$ cat src/rtl/fetch_unit.sv
// Purpose : P7 MIPS fetch stage; owns the PC, drives IM address, holds the F/D pipeline registers.
// Latency : IM address is combinational from F_PC; the fetched word lands in the D regs 1 cycle later.
// Backpr. : stall freezes F_PC and every D reg; req_exc overrides stall, eret and branches wait it out.
//
// Ports:
//   clk, reset (sync, active-low)     clock and reset
//   stall, br_taken/br_target         hazard freeze and decode-side PC redirect
//   D_branch                          instruction in D is a branch/jump -> F word is a delay slot
//   req_exc, eret/epc                 CP0 exception entry and exception return
//   i_inst_addr / i_inst_rdata        instruction memory address out / combinational read data in
//   F_PC                              current fetch PC
//   D_ins, D_PC, D_exc_code, D_bd     F/D register contents consumed by decode
//
// Build option: define FETCH_ADEL_CHECK_EN to flag misaligned or out-of-IM fetches as AdEL
// (exception code 4, instruction word zeroed). Without it, every fetch is treated as legal.
module fetch_unit #(
  parameter logic [31:0] RESET_PC   = 32'h0000_3000,
  parameter logic [31:0] HANDLER_PC = 32'h0000_4180,
  parameter logic [31:0] IM_LO      = 32'h0000_3000,
  parameter logic [31:0] IM_HI      = 32'h0000_6FFC
) (
  input  logic        clk,
  input  logic        reset,
  input  logic        stall,
  input  logic        br_taken,
  input  logic [31:0] br_target,
  input  logic        D_branch,
  input  logic        req_exc,
  input  logic        eret,
  input  logic [31:0] epc,
  output logic [31:0] i_inst_addr,
  input  logic [31:0] i_inst_rdata,
  output logic [31:0] F_PC,
  output logic [31:0] D_ins,
  output logic [31:0] D_PC,
  output logic [4:0]  D_exc_code,
  output logic        D_bd
);

  localparam logic [4:0] EXC_NONE = 5'd0;
  localparam logic [4:0] EXC_ADEL = 5'd4;

  logic adel;

`ifdef FETCH_ADEL_CHECK_EN
  // Unsigned 32-bit bounds; a wrapped PC (e.g. 0 after FFFF_FFFC) falls below IM_LO.
  assign adel = (F_PC[1:0] != 2'b00) || (F_PC < IM_LO) || (F_PC > IM_HI);
`else
  // Bounds are only meaningful when the address check is built in.
  logic unused_im_bounds;
  assign unused_im_bounds = ^{IM_LO, IM_HI};
  assign adel             = 1'b0;
`endif

  assign i_inst_addr = F_PC;

  always_ff @(posedge clk) begin
    if (!reset) begin
      F_PC       <= RESET_PC;
      D_ins      <= 32'd0;
      D_PC       <= RESET_PC;
      D_exc_code <= EXC_NONE;
      D_bd       <= 1'b0;
    end else if (req_exc) begin
      // Exception entry flushes D even when the pipe is stalled.
      F_PC       <= HANDLER_PC;
      D_ins      <= 32'd0;
      D_PC       <= HANDLER_PC;
      D_exc_code <= EXC_NONE;
      D_bd       <= 1'b0;
    end else if (eret && !stall) begin
      // eret has no delay slot: the word currently fetched is dropped.
      F_PC       <= epc;
      D_ins      <= 32'd0;
      D_PC       <= epc;
      D_exc_code <= EXC_NONE;
      D_bd       <= 1'b0;
    end else if (!stall) begin
      // An AdEL fetch still advances; CP0 raises req_exc once it reaches a later stage.
      F_PC       <= br_taken ? br_target : F_PC + 32'd4;
      D_PC       <= F_PC;
      D_bd       <= D_branch;
      D_ins      <= adel ? 32'd0 : i_inst_rdata;
      D_exc_code <= adel ? EXC_ADEL : EXC_NONE;
    end
    // stall with no req_exc: every register holds, br_taken/eret are re-presented later.
  end

endmodule

$ cat config.mk
export PLATFORM = sky130hd
export DESIGN_NAME = fetch_unit
export DESIGN_NICKNAME = d
export VERILOG_FILES = /design/src/rtl/fetch_unit.sv
export SDC_FILE = /design/constraint.sdc
export NUM_CORES = 1
export LEC_CHECK = 0
export BUFFER_PORTS_ARGS = -buffer_cell sky130_fd_sc_hd__buf_2
export CORE_MARGIN = 2
export CORE_UTILIZATION = 47
export CTS_CLUSTER_SIZE = 25
export DETAILED_ROUTE_END_ITERATION = 10
export PLACE_DENSITY = 0.76
export SYNTH_ARGS = -nofsm -noshare
export SYNTH_HDL_FRONTEND = slang
export SYNTH_SLANG_ARGS = --single-unit
$ cat constraint.sdc
create_clock -name clk -period 2.3 [get_ports clk]
set_clock_uncertainty 0.05 [all_clocks]
set_input_delay 0.23 -clock clk [delete_from_list [all_inputs] [get_ports clk]]
set_output_delay 0.23 -clock clk [all_outputs]
set_load 0.1 [all_outputs]
# Word level (Yosys, flattened, before mapping)
# Cells that the tools add are included.
# classes
n_addsub	1
eq_ne	2
muxes	7
n_bitwise	1
n_reduce_logical	4
# ops
op	n
$mux W32	5
$add A32 B3 Y32 const B	1
$mux W15	2
$ne A3 B1 Y1 const B	1
$reduce_or A3 Y1	1
$ne A2 B1 Y1 const B	1
$reduce_or A2 Y1	1
$logic_and A1 B1 Y1	1
$logic_not A1 Y1	1
$not A1 Y1	1
# word_totals
regBits	97
input_bits	103
out_inout_bits	134
word_cells	21

# Longest topological paths before layout
# logic_depth
word_depth	5
mapped_depth	8
depth_no_buf	6

# Least setup slack after synthesis
# Ideal clock, no wire load.
# synth_timing
path_kind	register -> register
startpoint	register F_PC[2]
endpoint	register F_PC[22]
setup_ps	87
arrival_time_ps	2516
required_time_ps	2163
path_slack_ps	-352
path_stages_with_launch	7
n_path_buf	0
period_less_slack_ps	2652
cell_sequence	dfxtp_1 -> ha_1 -> nand2_1 -> nor2_1 -> nand3_1 -> xor2_1 -> a221oi_2
# synth_via
elab_chain_len	4
# synth_rtl
element	line	rtl
start, declared	33	output logic [31:0] F_PC,
start signal, assigned	73	F_PC <= epc;
start signal, assigned	80	F_PC <= br_taken ? br_target : F_PC + 32'd4;
$add A32 B3 Y32	80	
$mux W32	80	
$mux W32	78	end else if (!stall) begin
$mux W32	71	end else if (eret && !stall) begin
# No other way between the ends. The select of a mux whose other input is x is not followed.
# A chain may end at the register's enable or synchronous reset.

# Worst setup path in the final report
# Same ends and word-level chain as after synthesis.

==> results.cfg <==
[run_status]
status = finished, final reports clean

[route]
wl_per_cell_um = 17.3
vias = 5288
routed_via_density = 5.66
route.detailed.drc = 0
routed_wl_um = 16200
ant_nets = 0
first_iter_violations = 341
first_pass_iters = 4

[pwr]
switching_power_mw = 1.67
p_per_area_mw_per_mm2 = 676
seq_power_share_pct = 41.8
internal_power_mw = 2.69
switching_share_pct = 38.4
clkPwrFrac_pct = 29.1
max-vdd-ir-drop_mv = 0.364
comb_power_share_pct = 29.1
p_leak_nw = 3.11

[sta]
tns_ns = 0
worst_slew_pin_slew_ns = 0.611
finalHoldViolCount = 0
setup_viol = 0
finalMaxSlewViolations = 0
max_freq_mhz = 481
layout_min_cycle_time_ns = 2.08
rsz0062_at_grt = no
slew_headroom_pct = 59.3
fin_crit_sh_pct = 90.3

[clock_tree]
postCtsSetupRepairBufs = 0
clock_sinks = 97
holdBufCountCts = 0
cts_tree = yes
clkSlewWorstSetupHoldPaths_ns = 0.09
clkLatencyLatePin_ns = 0.37
htree_levels = 3
cts_resized = 0
cts_made_buffers = 9
clockBufferDepth = 2
cts_root_buf = clkbuf_8

[flow_run]
drv_cap = 0

[place]
hpwl_um = 11800
place.gp.congestion = 0.886
numPortBuffers = 231
placed_cells_incl_taps = 918

[setup_path]
slowest_stage = nor2_1
endpoint_kind = flop
path_cells = ha_1 -> nand2_1 -> nor2_1 -> nand3_1 -> xor2_1 -> a221oi_2
critical_path_class = reg2reg
path_buf_inv = 0
path_max_fanout = 10
critPathMaxStageDelay_ns = 0.45
arrival_ns = 2.30
crit_path_start_kind = flop
cpLargestDelayFamily = simple AND/OR/NAND/NOR gates
worstPathRequired_ns = 2.53

[finish]
antennaDiodeCount = 0
fin_cells = 934
final_util_pct = 59.8
multi_input_area_mm2 = 0.00275
seqCellArea_mm2 = 0.00197
area_delta_synth_final_pct = 25.0
drive_gt1_share_pct = 38.2
nNetsFinal = 893
num-fill-cells = 971

[synth]
synth_area_leaders = dfxtp_1, mux2i_1, nor2_1
yosysTopAreaCellShare_pct = 37.6
syn_inst = 609
synth-edff-count = 0
async_flop_share_pct = 0
netlist_area_mm2 = 0.00516
yosysWarnings = 0
yosysUniqueCellTypes = 54
ys_seq_area_share_pct = 37.6
synthFlopType = dfxtp_1
ys_ff_latch = 97
yosysTopAreaCell = dfxtp_1
avgSynthCellArea_um2 = 8.48

[die]
start_util_pct = 47.8
die_h_um = 109
ioPinCount = 237
die_w_um = 109
core_mm2 = 0.0108
die_area_mm2 = 0.0118
fp-row-count = 38

[global_route]
antenna_found_initial = 0
grt_overflow = 0
grtUsageTotal_pct = 27.1
grt_first_pass_wirelength_um = 25200
grt_pass1_vias = 5129
grt_max_degree = 53

[min_path]
hold_path_class = in2reg
## placed cells by master, fill, tap and decap left out, types with 3 or more instances in the layout
cell	n
o22ai_1	5
buf_4	15
xor2_1	6
a21oi_1	54
a41oi_1	3
xnor2_1	3
buf_2	230
mux2i_1	63
dfxtp_1	75
a22oi_1	5
inv_1	7
a31oi_1	5
o211ai_1	6
nand2_1	33
clkbuf_8	11
o221ai_1	6
nand4_1	13
dfxtp_2	22
nand3_1	19
a211oi_1	4
nand4_4	3
nor4_1	4
a221oi_2	5
nor3_1	7
conb_1	5
a311oi_1	3
nor2_1	77
o21ai_0	42
a221oi_1	12
and3_1	7
a21o_1	3
## state kept, by name (all words and copies together) (netlist names), named ones only
signal,count
F_PC,30
D_bd,1
D_ins,32
D_PC,32
## cells by family after synthesis
kind of cell | synth area share (%)
mux | 12.2
compound gates | 21.7
xor+xnor | 1.53
other cells | 0.0726
flops | 37.6
simple gates | 17.1
buf+inv | 9.55
fa+ha+maj | 0.242
## power groups by stage
stage | clock [mW] | sequential [mW] | combinational, mW
3_5_place_dp | 0 | 1.86 | 1.27
6_report | 1.27 | 1.83 | 1.27
5_1_grt | 1.36 | 1.84 | 1.33
4_1_cts | 1.29 | 1.82 | 1.27
2_1_floorplan | 0 | 2.31 | 0.571
3_3_place_gp | 0 | 1.86 | 1.25
## cell usage after synthesis, drive strengths merged (6+ instances only)
cell type / instances
clkbuf: 27
inv: 8
nor2: 77
nand2: 33
a21oi: 54
nand3: 19
nor3: 8
and3: 7
xor2: 6
a221oi: 17
buf: 55
o21ai: 42
dfxtp: 97
mux2i: 63
o211ai: 6
nand4: 16
o221ai: 6
## metal layers
| layer | up-vias | routed length, um | GRT usage [%] |
|---|---|---|---|
| li1 | 2543 | - | - |
| met1 | 2465 | 6730 | 32.6 |
| met2 | 246 | 7730 | 46.3 |
| met3 | 34 | 1280 | 5.50 |
| met4 | 0 | 425 | 12.8 |
| met5 | - | 0 | 0 |
## final cells by class
type / count / share of cell area [%]
clock inverter: 5 / 1.20
multi-input combinational: 426 / 42.5
timing repair buffer: 247 / 20.2
inverter: 8 / 0.465
sequential: 97 / 30.5
tap: 140 / 2.71
clock buffer: 11 / 2.35
## stage by stage
step | hold WS (ns) | cell area, um2 | total power, mW | worst slack [ns]
final | 0.0428 | 6450 | 4.36 | 0.222
after global routing | 0.0425 | 6450 | 4.52 | 0.0751
after CTS | 0.0259 | 6450 | 4.38 | 0.223
after detailed placement | 0.425 | 6220 | 3.13 | 0.247
after global placement | 0.408 | 6220 | 3.11 | 0.334
after floorplan | 0.291 | 5200 | 2.88 | 0.0175
## final timing paths
path,slack (ns),endpoint,start,cells past startpoint
min reg2reg,0.44,D_PC[1],D_PC[1],2
max,0.22,F_PC[22],F_PC[2],6
min,0.04,D_ins[24],i_inst_rdata[24],3
max reg2reg,0.22,F_PC[22],F_PC[2],6
## worst min-delay path: cells and delay by family
family	cells	cell delay, ns
multiplexers	1	0.05
AND/OR/NAND/NOR	1	0.07
buffers and inverters	1	0.07
(Power assumes the default switching activity.)
